==> config.mk <==
export PLATFORM = sky130hd
export DESIGN_NAME = fetch_32
export DESIGN_NICKNAME = d
export VERILOG_FILES = /design/src/rtl/fetch_32.sv
export SDC_FILE = /design/constraint.sdc
export NUM_CORES = 1
export LEC_CHECK = 0
export ABC_CLOCK_PERIOD_IN_PS = 3300
export BUFFER_PORTS_ARGS = -buffer_cell sky130_fd_sc_hd__buf_2
export CORE_ASPECT_RATIO = 0.8
export CORE_MARGIN = 2
export CORE_UTILIZATION = 35
export DETAILED_ROUTE_END_ITERATION = 12
export PLACE_DENSITY = 0.6
export SLEW_MARGIN = 5
export SYNTH_ARGS = -nofsm -noshare
export SYNTH_HDL_FRONTEND = slang
export SYNTH_SLANG_ARGS = --single-unit
==> constraint.sdc <==
create_clock -name clk -period 3.3 [get_ports clk]
set_input_delay 0.165 -clock clk [delete_from_list [all_inputs] [get_ports clk]]
set_output_delay 0.165 -clock clk [all_outputs]
set_load 0.005 [all_outputs]
==> src/rtl/fetch_32.sv <==
// MIPS-32 instruction fetch stage with IF/ID register.
// Owns the PC, drives a req/ack instruction memory port and squashes the wrong-path fetch on redirect.
module fetch_32 #(
  parameter logic [31:0] RESET_PC = 32'h0000_0000
) (
  input  logic        clk,
  input  logic        rst_n,
  output logic        imem_req,
  output logic [31:0] imem_addr,
  input  logic        imem_ack,
  input  logic [31:0] imem_rdata,
  input  logic        stall,
  input  logic [1:0]  branch,
  input  logic [1:0]  jump,
  input  logic        zero,
  input  logic [31:0] jr_addr,
  output logic [31:0] id_instr,
  output logic [31:0] id_pc_plus4,
  output logic        id_valid,
  output logic [5:0]  opcode,
  output logic [5:0]  funct,
  output logic        err_misaligned
);

  typedef enum logic [1:0] {S_IDLE, S_REQ, S_HOLD} state_t;

  state_t      r_state, w_state_nxt;
  logic [31:0] r_pc, r_buf, r_id_instr, r_id_pc4;
  logic        r_id_valid;

  logic        w_taken, w_redir;
  logic [31:0] w_pc4, w_br_off, w_target;

  assign w_pc4    = r_pc + 32'd4;
  assign w_br_off = {{14{r_id_instr[15]}}, r_id_instr[15:0], 2'b00};
  assign w_taken  = ((branch == 2'b01) && zero) || ((branch == 2'b10) && !zero);
  assign w_redir  = r_id_valid && !stall && ((jump != 2'b00) || w_taken);

  // Jumps take precedence over branches when both are flagged.
  always_comb begin
    w_target = r_id_pc4 + w_br_off;
    case (jump)
      2'b01, 2'b10: w_target = {r_id_pc4[31:28], r_id_instr[25:0], 2'b00};
      2'b11:        w_target = {jr_addr[31:2], 2'b00};
      default:      ;
    endcase
  end

  assign err_misaligned = w_redir && (jump == 2'b11) && (jr_addr[1:0] != 2'b00);

  always_ff @(posedge clk or negedge rst_n) begin
    if (!rst_n) r_state <= S_IDLE;
    else        r_state <= w_state_nxt;
  end

  always_comb begin
    w_state_nxt = r_state;
    imem_req    = 1'b0;
    case (r_state)
      S_IDLE: w_state_nxt = S_REQ;
      S_REQ: begin
        imem_req = 1'b1;
        if (!w_redir && stall && imem_ack) w_state_nxt = S_HOLD;
      end
      S_HOLD: if (w_redir || !stall) w_state_nxt = S_REQ;
      default: w_state_nxt = S_IDLE;
    endcase
  end

  // A word that lands while stalled is parked in r_buf so it is neither lost nor refetched.
  always_ff @(posedge clk or negedge rst_n) begin
    if (!rst_n) begin
      r_pc       <= RESET_PC;
      r_buf      <= 32'd0;
      r_id_instr <= 32'd0;
      r_id_pc4   <= 32'd0;
      r_id_valid <= 1'b0;
    end else if (w_redir) begin
      r_pc       <= w_target;
      r_id_instr <= 32'd0;
      r_id_valid <= 1'b0;
    end else if (stall) begin
      if (r_state == S_REQ && imem_ack) r_buf <= imem_rdata;
    end else if (r_state == S_REQ && imem_ack) begin
      r_id_instr <= imem_rdata;
      r_id_pc4   <= w_pc4;
      r_id_valid <= 1'b1;
      r_pc       <= w_pc4;
    end else if (r_state == S_HOLD) begin
      r_id_instr <= r_buf;
      r_id_pc4   <= w_pc4;
      r_id_valid <= 1'b1;
      r_pc       <= w_pc4;
    end else if (r_state == S_REQ) begin
      r_id_instr <= 32'd0;
      r_id_valid <= 1'b0;
    end
  end

  assign imem_addr   = r_pc;
  assign id_instr    = r_id_instr;
  assign id_pc_plus4 = r_id_pc4;
  assign id_valid    = r_id_valid;
  assign opcode      = r_id_instr[31:26];
  assign funct       = r_id_instr[5:0];

endmodule

# ---- Yosys cells after proc, flatten, opt, wreduce, memory -nomap -nowiden
# Index checks and enable logic that the tools add are counted.
dict set report totals {
  elab_cells 66
  output_inout_bits 111
  reg_bits 131
}
dict set report classes {
  add_sub_neg 2
  muxes 19
  n_eq_ne 10
  reduce_logical 27
  n_bitwise 2
}
# operator count
set ops {}
lappend ops {{$mux W32} 9}
lappend ops {{$pmux W32 S2} 1}
lappend ops {{$add A32 B3 Y32 const B} 1}
lappend ops {{$add A32 B32 Y32} 1}
lappend ops {{$logic_and A1 B1 Y1} 9}
lappend ops {{$eq A2 B2 Y1 const B} 4}
lappend ops {{$eq A2 B1 Y1 const B} 3}
lappend ops {{$mux W1} 6}
lappend ops {{$pmux W2 S3} 1}
lappend ops {{$reduce_and A2 Y1} 3}
lappend ops {{$reduce_and A3 Y1} 2}
lappend ops {{$reduce_bool A2 Y1} 3}
lappend ops {{$mux W2} 2}
lappend ops {{$ne A2 B2 Y1 const B} 2}
lappend ops {{$reduce_bool A4 Y1} 1}
lappend ops {{$logic_not A1 Y1} 3}
lappend ops {{$logic_or A1 B1 Y1} 3}
lappend ops {{$reduce_bool A3 Y1} 1}
lappend ops {{$logic_not A2 Y1} 1}
lappend ops {{$ne A2 B1 Y1 const B} 1}
lappend ops {{$not A1 Y1} 2}
lappend ops {{$reduce_or A2 Y1} 1}

# ---- Depth between registers and ports, before layout
# Gate-level depths: netlist of run 1.
dict set report logic_depth {
  ltp_word 10
  depth_mapped 9
  depth_no_buf 9
}

# ---- Least setup slack after synthesis of run 1
# No wires, ideal clock.
dict set report synth_timing {
  path_type {flip-flop to flip-flop}
  from {register r_id_instr[3], in the netlist id_instr[3]}
  to {register r_pc[19], in the netlist imem_addr[19]}
  period_less_slack_ns 2.623
  required_ns 3.196
  t_arrival_ns 2.520
  slack_ns 0.677
  stages_incl_launch_ff 9
  setup_ns 0.104
  cell_sequence {dfrtp_1 > ha_1 > and2_1 > a221oi_1 > a211oi_1 > a2111oi_1 > o21ai_0 > xnor2_1 > a221oi_1}
}
dict set report synth_via {
  elab_chain_cells 3
}
# element line
set synth_lines {}
lappend synth_lines {{start, declared} 28} ;# logic [31:0] r_pc, r_buf, r_id_instr, r_id_pc4;
lappend synth_lines {{start signal, assigned} 85} ;# r_id_instr <= imem_rdata;
lappend synth_lines {{start signal, assigned} 90} ;# r_id_instr <= r_buf;
lappend synth_lines {{$add A32 B32 Y32} 41} ;# w_target = r_id_pc4 + w_br_off;
lappend synth_lines {{$pmux W32 S2} 42} ;# case (jump)
lappend synth_lines {{$mux W32} 78} ;# end else if (w_redir) begin
lappend synth_lines {{end signal, assigned} 79} ;# r_pc <= w_target;
lappend synth_lines {{end signal, assigned} 88} ;# r_pc <= w_pc4;
lappend synth_lines {{end signal, assigned} 93} ;# r_pc <= w_pc4;
lappend synth_lines {{end, declared} 28}
# Every way passes these cells.
# A chain may end at the register's enable or synchronous reset.

# ---- Final worst setup path of run 1
dict set report layout_timing {
  from {register r_id_instr[15], in the netlist id_instr[15]}
  to {register r_pc[29], in the netlist imem_addr[29]}
}
# The elaborated chain is that of the path after synthesis.

==> results of run 1 <==
==> cell families after synthesis <==
logic type,synth area share (%)
muxes,4.70
and+or+nand+nor,15.2
xor gates and xnor gates,8.54
buffers and inverters,4.57
AOI/OAI and AO/OA,22.5
DFF,39.5
adders and majority gates,5.06
==> state kept, by name, indices dropped and copies added, names as in the netlist <==
register,cells
id_valid,1
imem_addr,32
id_pc_plus4,32
r_state,2
r_buf,32
id_instr,32
==> worst reg2reg max path: cells and delay by family, from the launching register on <==
kind	cells	cell delay (ns)
AOI/OAI and AO/OA	6	1.40
xor gates and xnor gates	1	0.17
adders and majority gates	1	0.43
DFF	1	0.84
==> routing by layer <==
metal / up-vias / wire (um) / GRT usage (%)
met5: - / 13 / 0
met3: 19 / 2600 / 5.01
met1: 3794 / 13700 / 35.1
li1: 3685 / - / -
met2: 354 / 12500 / 34.8
met4: 2 / 265 / 4.31
==> Yosys cell counts, types with 3 or more instances <==
master / n / area share, %
o221ai_1: 4 / 0.42
a221o_1: 4 / 0.48
o21bai_1: 3 / 0.27
buf_1: 7 / 0.32
o21ai_0: 51 / 3.1
nor3_1: 16 / 0.96
buf_4: 15 / 1.4
a211oi_1: 11 / 0.99
nand2b_1: 6 / 0.45
a31oi_1: 8 / 0.60
a22oi_1: 36 / 3.3
a22o_1: 5 / 0.53
dfrtp_1: 131 / 39
nor2b_1: 6 / 0.45
ha_1: 32 / 4.8
nand3_1: 18 / 1.1
nand4_1: 10 / 0.75
and2_1: 7 / 0.53
and3_1: 11 / 0.83
a21oi_1: 49 / 3.0
o211ai_1: 5 / 0.45
nor2_1: 46 / 2.1
xnor2_1: 39 / 4.1
a21o_1: 12 / 1.1
o31ai_1: 34 / 3.1
a221oi_1: 31 / 3.3
mux2_2: 32 / 4.3
nand2_1: 137 / 6.2
clkbuf_1: 54 / 2.4
and4_1: 3 / 0.32
inv_1: 6 / 0.27
mux2i_1: 3 / 0.36
xor2_1: 42 / 4.4
a211o_1: 3 / 0.32
==> what timing repair did <==
action / in CTS / in global routing
gates resized for setup: 0 / 0
endpoints found under the hold margin: 89 / 0
hold buffers: 30 / 0
==> through the flow <==
step	util [%]	hold WS, ns	worst slack (ns)
2_1_floorplan	-	-0.131	0.677
3_3_place_gp	40.8	0.202	0.556
3_5_place_dp	40.8	0.207	0.506
4_1_cts	44.4	0.00637	0.488
5_1_grt	44.4	0.0119	0.236
6_report	44.4	0.0231	0.382
==> power breakdown <==
group / internal (mW) / total [mW] / switching [mW]
Clock: 1.08 / 1.82 / 0.739
Combinational: 1.58 / 3.51 / 1.93
Sequential: 2.19 / 3.00 / 0.804
==> layout make-up <==
class	instances	area share, %
multi-input cells	695	45.1
clock buffers	20	4.50
flip-flops and latches	131	31.6
diodes	1	0.0241
clock inverters	9	0.797
inverters	6	0.217
repair buffers	240	14.0
well taps	312	3.77
==> worst max-delay path by stage <==
stage                                          from                           to  slack [ns]  depth (start not counted)
final                      id_instr[15]$_DFFE_PN0P_    imem_addr[29]$_DFFE_PN0P_        0.38                          8
after global routing       id_instr[15]$_DFFE_PN0P_    imem_addr[29]$_DFFE_PN0P_        0.24                          8
after CTS                  id_instr[15]$_DFFE_PN0P_    imem_addr[30]$_DFFE_PN0P_        0.49                          9
after detailed placement   id_instr[15]$_DFFE_PN0P_    imem_addr[29]$_DFFE_PN0P_        0.51                          8
after global placement    imem_addr[18]$_DFFE_PN0P_  id_pc_plus4[27]$_DFFE_PN0P_        0.56                          7
after floorplan             id_instr[3]$_DFFE_PN0P_    imem_addr[19]$_DFFE_PN0P_        0.68                          8
==> metrics, run 1 <==
largest net degree at the start of global routing 72; Initial Util 35.6%; routed vias 7,854; clk_lat worst skew 0.42 ns; first-pass GRT wire length 44,600 um; CP top delay family compound AO/OA/AOI/OAI gates; RR Endpoint imem_addr[29]$_DFFE_PN0P_; Worst Max-Slew Pin Slew 0.937 ns; # IOs 184; Placed Area 0.00952 sq mm; CTS tree yes; DIE HEIGHT 142 um; Tmin final 2.92 ns; H-tree depth 4; Critical Path RT 3.62 ns; Mean Syn Cell Area 9.12 sq um; chip width 176 um; Seq/Total Area, Yosys 39.5%; Starting DRT DRC Count 743; Site Rows 50; DPL Wire Length 21,100 um; critical path fanouts, max 18; FF+latch area 0.00328 sq mm; initial antenna violation count 1; placed cell count 1,354; GRT Resource Usage Total 23.4%; remaining antenna violation count after routing 0; WL final 29,000 um; area of the multi-input gates 0.00467 sq mm; CTS Buf Count 17; die area 0.0250 sq mm; crit-path cells ha_1 > a21oi_1 > o21ai_0 > a21oi_1 > o221ai_1 > a211oi_1 > xor2_1 > a221oi_1; fin crit share 88.4%; layout overhead on the synthesized area 24.8%; Ys Warns 0; Hold Crit Class input port to flip-flop; Lkg Pwr 4.69 nW; Mapped Area 0.00830 sq mm; slowest stage delay, CP 0.84 ns; worst hold stages 2; routed vias/inst 5.55; Congestion Overflow GR 0; Syn Nets 1,017; startpoint types flip-flop; Clk pin slew, worst setup/hold paths 0.06 ns; reg2reg start id_instr[15]$_DFFE_PN0P_; final hold vios 0; Setup CP Type flip-flop to flip-flop; number of global-route vias before repair 7,410; FMAX 343 MHz; R2R Setup Slk 0.38 ns; clock sink count 131; final setup TNS 0 ns; crit end category flip-flop; total core area 0.0233 sq mm; Slew Limit Headroom 37.5%; routed len/inst 20.5 um; Setup Viol. Count Final 0; layout cells sized above 1 25.9%; peak supply drop 0.308 mV; RSZ-0062 raised after global routing false; Final Cell Area 0.0104 sq mm; Netlist cell types 60; gpl congestion 0.968; Fill cells 2,303; Post-synth top flop dfrtp_1; Layout Cells excl Fill 1,414; Pwr Density 803 mW/mm^2; leading cell types in the layout, fill and taps excluded buf_2 (182), nand2_1 (137), dfrtp_1 (131); min-delay src imem_rdata[21]; DRC Markers 0; Pins Over Slew Limit 0; CP bufs+invs 0; CP arrival 3.23 ns; I/O Buffers 183; commonest non-fill, non-tap cell in the layout buf_2; Crit path top cell by count a21oi_1; cells after synthesis 911; hold endpoint r_buf[21]$_DFFE_PN0P_; Post-synth ARST share 100%; number of synthesized flops with an enable pin 0; Crit-path slowest cell dfrtp_1; setup repair bufs after CTS 0; clk_skew 0.0115 ns; nets@finish 1,197; CTS Buffer Depth 2; PnR Total Power 8.33 mW; status finished clean; total of flip-flops plus latches after synthesis 131; DR pass1 iterations 5; Worst Reg-to-Reg Cells 8; total of max-cap violations 0; clock root cell clkbuf_16
Power figures use the tool's default switching activity.
==> run 2, diff against run 1 <==
--- a/config.mk
+++ b/config.mk
@@ -7,11 +7,13 @@
 export LEC_CHECK = 0
 export ABC_CLOCK_PERIOD_IN_PS = 3300
 export BUFFER_PORTS_ARGS = -buffer_cell sky130_fd_sc_hd__buf_2
+export CAP_MARGIN = 20
 export CORE_ASPECT_RATIO = 0.8
-export CORE_MARGIN = 2
+export CORE_MARGIN = 3
 export CORE_UTILIZATION = 35
 export DETAILED_ROUTE_END_ITERATION = 12
 export PLACE_DENSITY = 0.6
+export RECOVER_POWER = 100
 export SLEW_MARGIN = 5
 export SYNTH_ARGS = -nofsm -noshare
 export SYNTH_HDL_FRONTEND = slang
==> run 2 against run 1 <==
- highest routed layer unchanged
- total power decreased by 2.0%
- the flow now finishes with violations (capacitance limit, slew limit)
- combinational power decreased by 3%
- final cell count decreased by 0.42%
- via count increased by 0.31%
- utilization increased by 0.081 points
==> metrics, run 2 (synthesis gave the netlist of run 1 again) <==
Worst Reg-to-Reg Cells 8 (unchanged); Crit path depth 8 (unchanged); die area 0.0256 sq mm (was 0.0250 sq mm); status finished, violations left (was finished clean); Worst Max-Slew Pin Slew 2.35 ns (was 0.937 ns); leading cell types in the layout, fill and taps excluded nand2_1 (137), dfrtp_1 (131), buf_2 (106) (was buf_2 (182), nand2_1 (137), dfrtp_1 (131)); number of diodes 0 (was 1); GRT Resource Usage Total 22.5% (was 23.4%); crit end category flip-flop (unchanged); CP arrival 3.30 ns (was 3.23 ns); I/O Buffers 183 (unchanged); Congestion Overflow GR 0 (unchanged); DIE HEIGHT 144 um (was 142 um); Starting DRT DRC Count 738 (was 743); clk_skew 0.0132 ns (was 0.0115 ns); CP bufs+invs 0 (unchanged); Pins Over Slew Limit 88 (was 0); FMAX 337 MHz (was 343 MHz); critical path fanouts, max 6 (was 18); min-delay src imem_rdata[21] (unchanged); CP top delay family compound AO/OA/AOI/OAI gates (unchanged); largest net degree at the start of global routing 89 (was 72); # IOs 184 (unchanged); layout overhead on the synthesized area 22.6% (was 24.8%); clk_lat worst skew 0.43 ns (was 0.42 ns); Initial Util 36.3% (was 35.6%); initial antenna violation count 1 (unchanged); final setup TNS 0 ns (unchanged); startpoint types flip-flop (unchanged); clock sink count 131 (unchanged); Site Rows 49 (was 50); CTS Buffer Depth 2 (unchanged); CTS Buf Count 17 (unchanged); peak supply drop 0.384 mV (was 0.308 mV); DRC Markers 0 (unchanged); total of max-cap violations 1 (was 0); Setup Viol. Count Final 0 (unchanged); CTS tree yes (unchanged); final hold vios 0 (unchanged); Final Cell Area 0.0102 sq mm (was 0.0104 sq mm); crit-path cells ha_1 > o211ai_1 > o211ai_1 > a21oi_1 > o41ai_2 > a21oi_1 > xor2_1 > a221oi_1 (was ha_1 > a21oi_1 > o21ai_0 > a21oi_1 > o221ai_1 > a211oi_1 > xor2_1 > a221oi_1); crit path from id_instr[5]$_DFFE_PN0P_ (was id_instr[15]$_DFFE_PN0P_); WL final 28,900 um (was 29,000 um); clock root cell clkbuf_16 (unchanged); remaining antenna violation count after routing 0 (unchanged); H-tree depth 4 (unchanged); reg2reg start id_instr[5]$_DFFE_PN0P_ (was id_instr[15]$_DFFE_PN0P_); total core area 0.0229 sq mm (was 0.0233 sq mm); gpl congestion 0.933 (was 0.968); RSZ-0062 raised after global routing false (unchanged); final setup margin 0.332 ns (was 0.382 ns); routed vias/inst 5.60 (was 5.55); Lkg Pwr 4.37 nW (was 4.69 nW); R2R Setup Slk 0.33 ns (was 0.38 ns); DPL Wire Length 21,000 um (was 21,100 um); nets@finish 1,195 (was 1,197); Clk pin slew, worst setup/hold paths 0.07 ns (was 0.06 ns); layout cells sized above 1 18.1% (was 25.9%); fin crit share 89.9% (was 88.4%); slowest stage delay, CP 0.76 ns (was 0.84 ns); number of global-route vias before repair 7,549 (was 7,410); Slew Limit Headroom -56.5% (was 37.5%); commonest non-fill, non-tap cell in the layout nand2_1 (was buf_2); Critical Path RT 3.63 ns (was 3.62 ns); first-pass GRT wire length 44,200 um (was 44,600 um); pre-CTS WS 0.439 ns (was 0.506 ns); Pwr Density 802 mW/mm^2 (was 803 mW/mm^2); Placed Area 0.00947 sq mm (was 0.00952 sq mm); routed len/inst 20.6 um (was 20.5 um); RR Endpoint imem_addr[24]$_DFFE_PN0P_ (was imem_addr[29]$_DFFE_PN0P_); chip width 178 um (was 176 um); Setup CP Type flip-flop to flip-flop (unchanged); area of the multi-input gates 0.00466 sq mm (was 0.00467 sq mm); DR pass1 iterations 5 (unchanged); failing checks capacitance limit, slew limit; worst setup path end imem_addr[24]$_DFFE_PN0P_ (was imem_addr[29]$_DFFE_PN0P_); Tmin final 2.97 ns (was 2.92 ns); Hold Crit Class input port to flip-flop (unchanged); FF+latch area 0.00328 sq mm (unchanged); Crit-path slowest cell o41ai_2 (was dfrtp_1); Fill cells 2,291 (was 2,303); post-cts gate resize count 0 (unchanged); routed vias 7,878 (was 7,854)
-- run 2: routing by layer --
metal  track usage [%]  part of all wire [%]
met1              33.7                    49
met2              32.1                    42
met3              5.68                   7.2
met4              5.82                   1.4
met5                 0                 0.028
-- run 2: layout make-up --
class                   instances  share of cell area, %
flip-flops and latches        131                   32.2
multi-input cells             695                   45.8
well taps                     306                   3.76
inverters                       6                  0.221
repair buffers                238                   12.8
clock inverters                14                   1.04
clock buffers                  18                   4.22
-- run 2: where the power goes --
part           switching (mW)  internal, mW  leakage (nW)
clock                   0.796         0.965         0.253
combinational            1.96          1.46          2.48
sequential              0.787          2.19          1.63
total                    3.55          4.62          4.37
-- run 2: how the worst min path moves through the flow --
stage / end / cells after the start
finish: r_buf[21]$_DFFE_PN0P_ / 2
global route: r_buf[21]$_DFFE_PN0P_ / 2
CTS: r_buf[21]$_DFFE_PN0P_ / 2
detailed placement: r_buf[10]$_DFFE_PN0P_ / 1
global placement: r_buf[10]$_DFFE_PN0P_ / 1
floorplan: id_instr[0]$_DFFE_PN0P_ / 0
-- run 2: stage by stage --
stage	hold slack [ns]	power [mW]	utilization [%]	instances
after floorplan	-0.131	5.06	-	911
after global routing	0.00588	8.74	44.5	1408
after CTS	0.00110	8.27	45.1	1408
final	0.0121	8.16	44.5	1408
after global placement	0.304	6.42	41.4	1344
after detailed placement	0.307	6.44	41.4	1344
-- run 2: repair_timing --
action	CTS	global route
endpoints found under the hold margin	118	0
hold buffers	32	0
setup buffers	0	0
